===== config.mk =====
export PLATFORM = sky130hd
export DESIGN_NAME = ws_pe_driver_flat
export DESIGN_NICKNAME = d
export VERILOG_FILES = /design/src/rtl/ws_pe_driver_if.sv /design/src/rtl/ws_pe_driver.sv /design/src/flat_wrapper.sv
export SDC_FILE = /design/constraint.sdc
export NUM_CORES = 1
export LEC_CHECK = 0
export BUFFER_PORTS_ARGS = -buffer_cell sky130_fd_sc_hd__buf_2
export CAP_MARGIN = 20
export CORE_MARGIN = 4
export CORE_UTILIZATION = 54
export DETAILED_ROUTE_END_ITERATION = 7
export PLACE_DENSITY = 0.85
export SLEW_MARGIN = 20
export SYNTH_ARGS = -nofsm -noshare
export SYNTH_HDL_FRONTEND = slang
export SYNTH_SLANG_ARGS = --single-unit

===== constraint.sdc =====
create_clock -name sys_clk -period 2.59 [get_ports sys_clk]
set_clock_uncertainty 0.05 [all_clocks]
set_input_delay 0 -clock sys_clk [delete_from_list [all_inputs] [get_ports sys_clk]]
set_output_delay 0 -clock sys_clk [all_outputs]
set_load 0.01 [all_outputs]

===== src/rtl/ws_pe_driver_if.sv =====
// Handshake and PE-facing bus bundle for the weight-stationary column driver.
// master = driver side (consumes cfg/x streams, produces PE controls); slave = its peer.
interface ws_pe_driver_if #(
  parameter int ROWS = 3,
  parameter int DW   = 8
);
  logic                 start;
  logic [7:0]           n_cols;
  logic                 cfg_valid;
  logic                 cfg_ready;
  logic [DW-1:0]        cfg_data;
  logic                 x_valid;
  logic                 x_ready;
  logic [ROWS*DW-1:0]   x_data;
  logic [DW-1:0]        pe_win;
  logic [ROWS-1:0]      pe_load_w;
  logic [ROWS*DW-1:0]   pe_xin;
  logic [DW-1:0]        pe_psum;
  logic                 pe_enable;
  logic                 busy;
  logic                 done;

  modport master (
    input  start, n_cols, cfg_valid, cfg_data, x_valid, x_data,
    output cfg_ready, x_ready, pe_win, pe_load_w, pe_xin, pe_psum, pe_enable, busy, done
  );

  modport slave (
    output start, n_cols, cfg_valid, cfg_data, x_valid, x_data,
    input  cfg_ready, x_ready, pe_win, pe_load_w, pe_xin, pe_psum, pe_enable, busy, done
  );
endinterface


===== src/rtl/ws_pe_driver.sv =====
// Sequencer for one WS PE column: weight/bias load, skewed activation streaming, zero flush.
// Latency: 2 cycles/weight + 1 bias; one step per accepted beat; x stalls freeze the column losslessly.
module ws_pe_driver #(
  parameter int ROWS = 3,
  parameter int DW   = 8
) (
  input  logic          sys_clk,
  input  logic          rst,
  ws_pe_driver_if.master bus
);

  typedef enum logic [2:0] {IDLE, LOADW, LOADB, STREAM, FLUSH, DONE} state_t;

  localparam int            IW     = (ROWS > 1) ? $clog2(ROWS) : 1;
  localparam logic [IW-1:0] W_LAST = IW'(ROWS - 1);
  localparam logic [7:0]    F_LAST = (ROWS > 1) ? 8'(ROWS - 2) : 8'd0;

  state_t             state;
  logic [IW-1:0]      widx;
  logic [7:0]         cnt;
  logic [7:0]         ncols_q;
  logic [DW-1:0]      win_q;
  logic [DW-1:0]      psum_q;
  logic [ROWS-1:0]    load_q;
  logic               en_q;
  logic               done_q;
  logic [ROWS*DW-1:0] xin_w;

  logic cfg_rdy;
  logic x_rdy;
  logic step;

  // A pending strobe blocks the next weight so pe_win stays stable around load_w.
  assign cfg_rdy = ((state == LOADW) && (load_q == '0)) || (state == LOADB);
  assign x_rdy   = (state == STREAM);
  assign step    = ((state == STREAM) && bus.x_valid) || (state == FLUSH);

  always_ff @(posedge sys_clk or posedge rst) begin
    if (rst) begin
      state   <= IDLE;
      widx    <= '0;
      cnt     <= '0;
      ncols_q <= '0;
      win_q   <= '0;
      psum_q  <= '0;
      load_q  <= '0;
      en_q    <= 1'b0;
      done_q  <= 1'b0;
    end else begin
      en_q   <= 1'b0;
      done_q <= 1'b0;
      case (state)
        IDLE: begin
          if (bus.start) begin
            ncols_q <= bus.n_cols;
            widx    <= '0;
            cnt     <= '0;
            state   <= LOADW;
          end
        end
        LOADW: begin
          if (bus.cfg_valid && cfg_rdy) begin
            win_q  <= bus.cfg_data;
            load_q <= ROWS'(1) << widx;
          end else if (load_q != '0) begin
            load_q <= '0;
            if (widx == W_LAST) state <= LOADB;
            else                widx  <= widx + 1'b1;
          end
        end
        LOADB: begin
          if (bus.cfg_valid) begin
            psum_q <= bus.cfg_data;
            cnt    <= '0;
            if (ncols_q == 8'd0) state <= (ROWS == 1) ? DONE : FLUSH;
            else                 state <= STREAM;
          end
        end
        STREAM: begin
          if (bus.x_valid) begin
            en_q <= 1'b1;
            if (cnt + 8'd1 == ncols_q) begin
              cnt   <= '0;
              state <= (ROWS == 1) ? DONE : FLUSH;
            end else begin
              cnt <= cnt + 8'd1;
            end
          end
        end
        FLUSH: begin
          en_q <= 1'b1;
          cnt  <= cnt + 8'd1;
          if (cnt == F_LAST) state <= DONE;
        end
        DONE: begin
          done_q <= 1'b1;
          state  <= IDLE;
        end
        default: state <= IDLE;
      endcase
    end
  end

  // Row r uses r+1 registers so beat k reaches PE r on step k+r.
  for (genvar r = 0; r < ROWS; r++) begin : g_row
    logic [DW-1:0] dl [r+1];

    always_ff @(posedge sys_clk or posedge rst) begin
      if (rst) begin
        for (int j = 0; j <= r; j++) dl[j] <= '0;
      end else if (step) begin
        dl[0] <= (state == FLUSH) ? '0 : bus.x_data[r*DW +: DW];
        for (int j = 1; j <= r; j++) dl[j] <= dl[j-1];
      end
    end

    assign xin_w[r*DW +: DW] = dl[r];
  end

  assign bus.cfg_ready = cfg_rdy;
  assign bus.x_ready   = x_rdy;
  assign bus.busy      = (state != IDLE);
  assign bus.pe_win    = win_q;
  assign bus.pe_load_w = load_q;
  assign bus.pe_xin    = xin_w;
  assign bus.pe_psum   = psum_q;
  assign bus.pe_enable = en_q;
  assign bus.done      = done_q;

endmodule


===== src/flat_wrapper.sv =====
// flat-port wrapper written by rule: the top's interface ports become plain ports
module ws_pe_driver_flat 
#(
  parameter int ROWS = 3,
  parameter int DW   = 8
)
  (sys_clk, rst, bus_start, bus_n_cols, bus_cfg_valid, bus_cfg_data, bus_x_valid, bus_x_data, bus_cfg_ready, bus_x_ready, bus_pe_win, bus_pe_load_w, bus_pe_xin, bus_pe_psum, bus_pe_enable, bus_busy, bus_done);
  ws_pe_driver_if #(.ROWS(ROWS), .DW(DW)) bus_i ();
  input  logic sys_clk;
  input  logic rst;
  input wire logic [$bits(bus_i.start)-1:0] bus_start;
  input wire logic [$bits(bus_i.n_cols)-1:0] bus_n_cols;
  input wire logic [$bits(bus_i.cfg_valid)-1:0] bus_cfg_valid;
  input wire logic [$bits(bus_i.cfg_data)-1:0] bus_cfg_data;
  input wire logic [$bits(bus_i.x_valid)-1:0] bus_x_valid;
  input wire logic [$bits(bus_i.x_data)-1:0] bus_x_data;
  output wire logic [$bits(bus_i.cfg_ready)-1:0] bus_cfg_ready;
  output wire logic [$bits(bus_i.x_ready)-1:0] bus_x_ready;
  output wire logic [$bits(bus_i.pe_win)-1:0] bus_pe_win;
  output wire logic [$bits(bus_i.pe_load_w)-1:0] bus_pe_load_w;
  output wire logic [$bits(bus_i.pe_xin)-1:0] bus_pe_xin;
  output wire logic [$bits(bus_i.pe_psum)-1:0] bus_pe_psum;
  output wire logic [$bits(bus_i.pe_enable)-1:0] bus_pe_enable;
  output wire logic [$bits(bus_i.busy)-1:0] bus_busy;
  output wire logic [$bits(bus_i.done)-1:0] bus_done;
  assign bus_i.start = bus_start;
  assign bus_i.n_cols = bus_n_cols;
  assign bus_i.cfg_valid = bus_cfg_valid;
  assign bus_i.cfg_data = bus_cfg_data;
  assign bus_i.x_valid = bus_x_valid;
  assign bus_i.x_data = bus_x_data;
  assign bus_cfg_ready = bus_i.cfg_ready;
  assign bus_x_ready = bus_i.x_ready;
  assign bus_pe_win = bus_i.pe_win;
  assign bus_pe_load_w = bus_i.pe_load_w;
  assign bus_pe_xin = bus_i.pe_xin;
  assign bus_pe_psum = bus_i.pe_psum;
  assign bus_pe_enable = bus_i.pe_enable;
  assign bus_busy = bus_i.busy;
  assign bus_done = bus_i.done;
  ws_pe_driver #(.ROWS(ROWS), .DW(DW)) u_core (.sys_clk(sys_clk), .rst(rst), .bus(bus_i));
endmodule

---- Word-level counts from Yosys, hierarchy flattened ----
Index checks and enable logic that the tools add are counted.
storage, ports and cells
  register bits after elaboration ......... 90
  output and inout bits ................... 48
operators by class
  add/sub/neg operators ................... 2
  equality and inequality tests ........... 17
  shift-type cells ........................ 1
  muxes and demuxes ....................... 28
  reduce and logical (&&, ||, !) cells .... 20
operators with widths
  cell                   number
  $mux W8                7
  $mux W3                11
  $pmux W8 S4            1
  $pmux W3 S5            1
  $ne A2 B2 Y1 const B   7
  $add A8 B1 Y8 const B  1
  $eq A8 B1 Y1 const B   1
  $eq A8 B8 Y1           1
  $logic_not A8 Y1       1
  $mux W2                4
  $reduce_and A2 Y1      4
  $reduce_and A8 Y1      1
  $eq A3 B2 Y1 const B   2
  $eq A3 B3 Y1 const B   2
  $logic_not A3 Y1       2
  $reduce_bool A3 Y1     2
  $reduce_and A5 Y1      1
  $ne A2 B1 Y1 const B   2
  $pmux W2 S2            1
  $reduce_and A4 Y1      1
  $reduce_bool A2 Y1     2
  $reduce_bool A4 Y1     1
  $eq A3 B1 Y1 const B   1
  $logic_and A1 B1 Y1    3
  6 further kinds        8

---- Depth between registers and ports, before layout ----
  word-level depth ........................ 6
  gate-level depth with buffers ........... 8

---- Least setup slack after synthesis ----
OpenSTA, ideal clock, no wires.
  path kind ............................... register -> register
  start point ............................. reg u_core.cnt[0]
  end point ............................... reg u_core.state[0]
  library setup time ...................... 132 ps
  arrival ................................. 1802 ps
  slack ................................... 606 ps
  stages on the path, launching flop included .. 8
  clock period less this slack ............ 1984 ps
  cells stage by stage .................... dfrtp_1 ha_1 and3_1 a221o_1 a21oi_1 o2111a_2 buf_6 o221ai_2
between the ends
  longest elaborated chain between the ends .. 4
  elaborated cells between the ends (all ways) .. 6
  classes of those cells .................. add/sub (1); eq/ne (4); reduce/logical (1)
ends and longest elaborated chain
  what                             RTL line            source
  from (decl)                      ws_pe_driver.sv:20  logic [7:0] cnt;
  from (signal assigned)           ws_pe_driver.sv:86  cnt <= cnt + 8'd1;
  from (signal assigned)           ws_pe_driver.sv:92  cnt <= cnt + 8'd1;
  $add A8 B1 Y8                    ws_pe_driver.sv:82  if (cnt + 8'd1 == ncols_q) begin
  $eq A8 B8 Y1                     ws_pe_driver.sv:82
  $ne A2 B1 Y1 (no line)           n/a
  $reduce_and A8 Y1 (no line) (*)  n/a
  to (signal assigned)             ws_pe_driver.sv:75  if (ncols_q == 8'd0) state <= (ROWS == 1) ? DONE : FLUSH;
  to (signal assigned)             ws_pe_driver.sv:84  state <= (ROWS == 1) ? DONE : FLUSH;
  to (decl)                        ws_pe_driver.sv:18  state_t state;
Mark *: on every way between the ends. The rest lies on a longest branch, timed or not.
A chain may end at the register's enable or synchronous reset.

---- Worst setup path in the final report ----
  start point ............................. reg u_core.cnt[0]
  end point ............................... reg u_core.state[1]
The elaborated chain is that of the path after synthesis.

==> key figures <==
Run status
  • Outcome: finished clean

Yosys
  • Library cells used by synthesis: 50
  • Commonest cells post-synth: dfrtp_1 (90), nand2_1 (86), mux2_2 (40)
  • Count leader, synth: dfrtp_1
  • Top cells by area, synth: dfrtp_1 (53%), mux2_2 (11%), nand2_1 (7.7%)
  • Synth Warn #: 0
  • Sequential cell area fraction in the yosys report: 0.5343
  • Mean Syn Cell Area: about 11 µm²
  • Seq cells post-synth: 90
  • Post-synth top area cell: dfrtp_1
  • Primary FF master, synth: dfrtp_1
  • Mapped cell area: around 0.0042 mm²
  • Net count after synthesis: 440
  • Synth top area share: 0.5343
  • Synth async-reset ratio: 1.000
  • Mapped Cells: between 300 and 400
  • Number of enable flip-flop cells after synthesis: 0

Routing
  • First DRT Iteration DRCs: 229
  • Vias per cell: around 5.4
  • First-pass detailed-route iteration total: 5
  • DR vias: around 3.3k
  • DRC Markers: 0
  • Final WL: 9.976 mm
  • Wirelength per Cell: about 16 µm
  • Routed Antenna Nets: 0

Global route
  • GR Util All Layers: 0.2317
  • Pin count of the biggest net entering global routing: 47
  • Total congestion overflow: 0
  • Initial antenna violation count: 0
  • First-pass GRT wire length: ~17 mm
  • Vias in the first global route: 3,452

Placed design
  • RePlAce Congestion: about 0.80
  • Dpl hpwl: about 6.3 mm
  • Port bufs: 92
  • DP Area: approximately 0.0046 mm²
  • Post-place setup slack: between 0.4 and 0.5 ns
  • Placed insts: 553

Setup path
  • Worst-path cell chain: ha_1 -> and3_1 -> a221o_1 -> a21oi_1 -> o2111a_2 -> o22ai_1
  • Crit. Startpoint: u_core.cnt[0]$_DFFE_PP0P_
  • Crit-path slowest cell: dfrtp_1
  • CP max FO: 11
  • Worst path top cell family by delay: compound AO/OA/AOI/OAI gates
  • Cell depth of the worst setup path: 6
  • CP Buf/Inv Count: 0
  • CP Launch Type: flip-flop
  • Slowest stage delay, CP: ~0.49 ns
  • CP arrival: 2.37 ns
  • Reg2Reg Depth: 6
  • Setup crit end: u_core.state[1]$_DFFE_PP0P_
  • Critical Path End Type: flip-flop
  • Worst setup path class: flip-flop to flip-flop
  • Worst r2r src: u_core.cnt[0]$_DFFE_PP0P_
  • R2R Path End: u_core.state[1]$_DFFE_PP0P_
  • Critical Path RT: 2.75 ns
  • Worst R2R Setup Slack: about 0.38 ns

Power
  • Max IR drop VDD: around 0.66 mV
  • Sw Ratio: 0.3880
  • Switching Power: between 2 and 2.5 mW
  • PD cells: 1095 mW/mm²
  • Int Pwr: 3.502 mW
  • Clock Power Share: 0.153
  • Combinational share of power: 0.414
  • Static Leak: 2.546 nW
  • Sequential share of power: 0.433

Finish
  • Post-route cell area: ~0.0052 mm²
  • Area of the multi-input gates: between 0.0015 and 0.002 mm²
  • Layout Cells excl Fill: between 600 and 700
  • Nets: 556
  • FF+latch area: approximately 0.0023 mm²
  • Filler instances: ~490
  • Area Overhead vs Synth: 24.01%
  • Share of layout cells above drive strength 1: 0.3275
  • Inserted Diodes: 0

Clock tree
  • CTS buffer count: 9
  • Num Clock Sinks: 90
  • Hold-fix buffers, CTS: a little over 40
  • Longest Clk Path Bufs: 2
  • Clock tree from TritonCTS: yes
  • Latest clock arrival within the worst-skew pair: approximately 0.34 ns
  • H-tree Lvls: 3
  • Clk slew on worst S/H paths: around 0.090 ns
  • Gates resized, CTS repair: 0
  • Post-CTS Setup Bufs: 0
  • Clock root cell: clkbuf_8

STA
  • Final setup violation count: 0
  • Worst Max-Slew Pin Slew: around 0.79 ns
  • Max-slew violations: 0
  • Final Cycle Share: 0.8529
  • Post-layout min period: 2.209 ns
  • Setup WS post-layout: roughly 0.38 ns
  • RSZ-0062 raised after global routing: no
  • Fin. Hold Viols: 0
  • Final setup TNS: 0 ns
  • Relative slew slack: 0.4738
  • Fmax: 452.7 MHz

Floorplanning
  • Chip Width: 96.35 µm
  • Die ar.: approximately 0.0093 mm²
  • Row count: 31
  • IO Count: 93
  • Height of the die: a little under 100 µm
  • Core region area: roughly 0.0074 mm²
  • Starting Density: 0.5690

Worst hold path
  • HP Class: input pin to flip-flop
  • Hold depth: 4
  • Min-delay src: bus_x_valid

Run
  • Maxcap violations: 0
==> registers in the layout, indices dropped and copies added, names as in the netlist <==
register and flops:
u_core.bus.pe_xin 16, u_core.bus.pe_psum 8, u_core.bus.pe_win 8, u_core.bus.pe_load_w 3, u_core.bus.done 1, u_core.g_row.dl 32, u_core.state 3, u_core.ncols_q 8
u_core.cnt 8, u_core.widx 2, u_core.bus.pe_enable 1
==> per-stage QoR <==
step           hold slack, ns  power (mW)    util
3_3_place_gp          0.09985       4.645  0.6268
2_1_floorplan         0.05544       4.163       -
5_1_grt                0.1190       6.141  0.7056
3_5_place_dp           0.1136       4.780  0.6268
4_1_cts               0.09656       5.699  0.7056
6_report               0.1037       5.723  0.7056
==> cells in the final DEF, fill, tap and decap left out, types with 6 or more instances in the layout <==
cell           netlist  final
buf_2                6     92
inv_1                9      8
xor2_1              11     11
buf_4               18      6
nor2_1              10     10
clkbuf_8             0      9
a211oi_1             8      8
dfrtp_1             90     90
nand2_1             86     86
dlygate4sd3_1        0     41
mux2_2              40     40
nand2b_1             6      6
a21oi_1             29     29
nand3_1              7      7
==> worst min path at each step <==
stage               slack (ns)                                 to
detailed placement        0.11  u_core.bus.pe_psum[7]$_DFFE_PP0P_
floorplan                 0.06   u_core.bus.pe_win[0]$_DFFE_PP0P_
global route              0.12        u_core.state[1]$_DFFE_PP0P_
global placement           0.1  u_core.bus.pe_psum[3]$_DFFE_PP0P_
finish                    0.10        u_core.state[1]$_DFFE_PP0P_
CTS                        0.1        u_core.state[1]$_DFFE_PP0P_
==> kinds of logic (layout without fill, tap and decap cells) <==
family / Yosys count / after routing / synth area share
fa+ha+maj: 5 / 5 / 0.01484
mux: 44 / 44 / 0.1193
buf+inv: 44 / 164 / 0.06233
simple gates: 132 / 132 / 0.1416
xor+xnor: 15 / 15 / 0.03117
flops: 90 / 90 / 0.5343
compound gates: 60 / 60 / 0.09647
==> layer usage <==
layer	wire length (µm)	track usage	share of wire
met4	209	0.08645	0.021
met1	4108	0.2896	0.41
met5	0	0	0
met3	510	0.04926	0.051
met2	5147	0.3951	0.52
==> power groups by stage <==
stage | logic (mW) | clock network, mW | registers (mW)
global route | 2.64 | 0.949 | 2.55
finish | 2.37 | 0.874 | 2.48
global placement | 2.21 | 0 | 2.43
CTS | 2.37 | 0.879 | 2.45
floorplan | 1.75 | 0 | 2.42
detailed placement | 2.31 | 0 | 2.47
==> final cells by class <==
| cell class | count | area share |
|---|---|---|
| Inverter | 9 | 0.006702 |
| Tap cell | 99 | 0.02370 |
| Clock buffer | 9 | 0.02370 |
| Timing Repair Buffer | 140 | 0.1790 |
| Clock inverter | 6 | 0.009574 |
| Multi-Input combinational cell | 256 | 0.3265 |
| Sequential cell | 90 | 0.4308 |
==> worst min-delay path, stage by stage <==
cell,delay (ns)
buf_2,0.13
nand2_1,0.07
a31oi_1,0.10
o22ai_1,0.14
No activity file was read; power rests on OpenSTA's default activity.
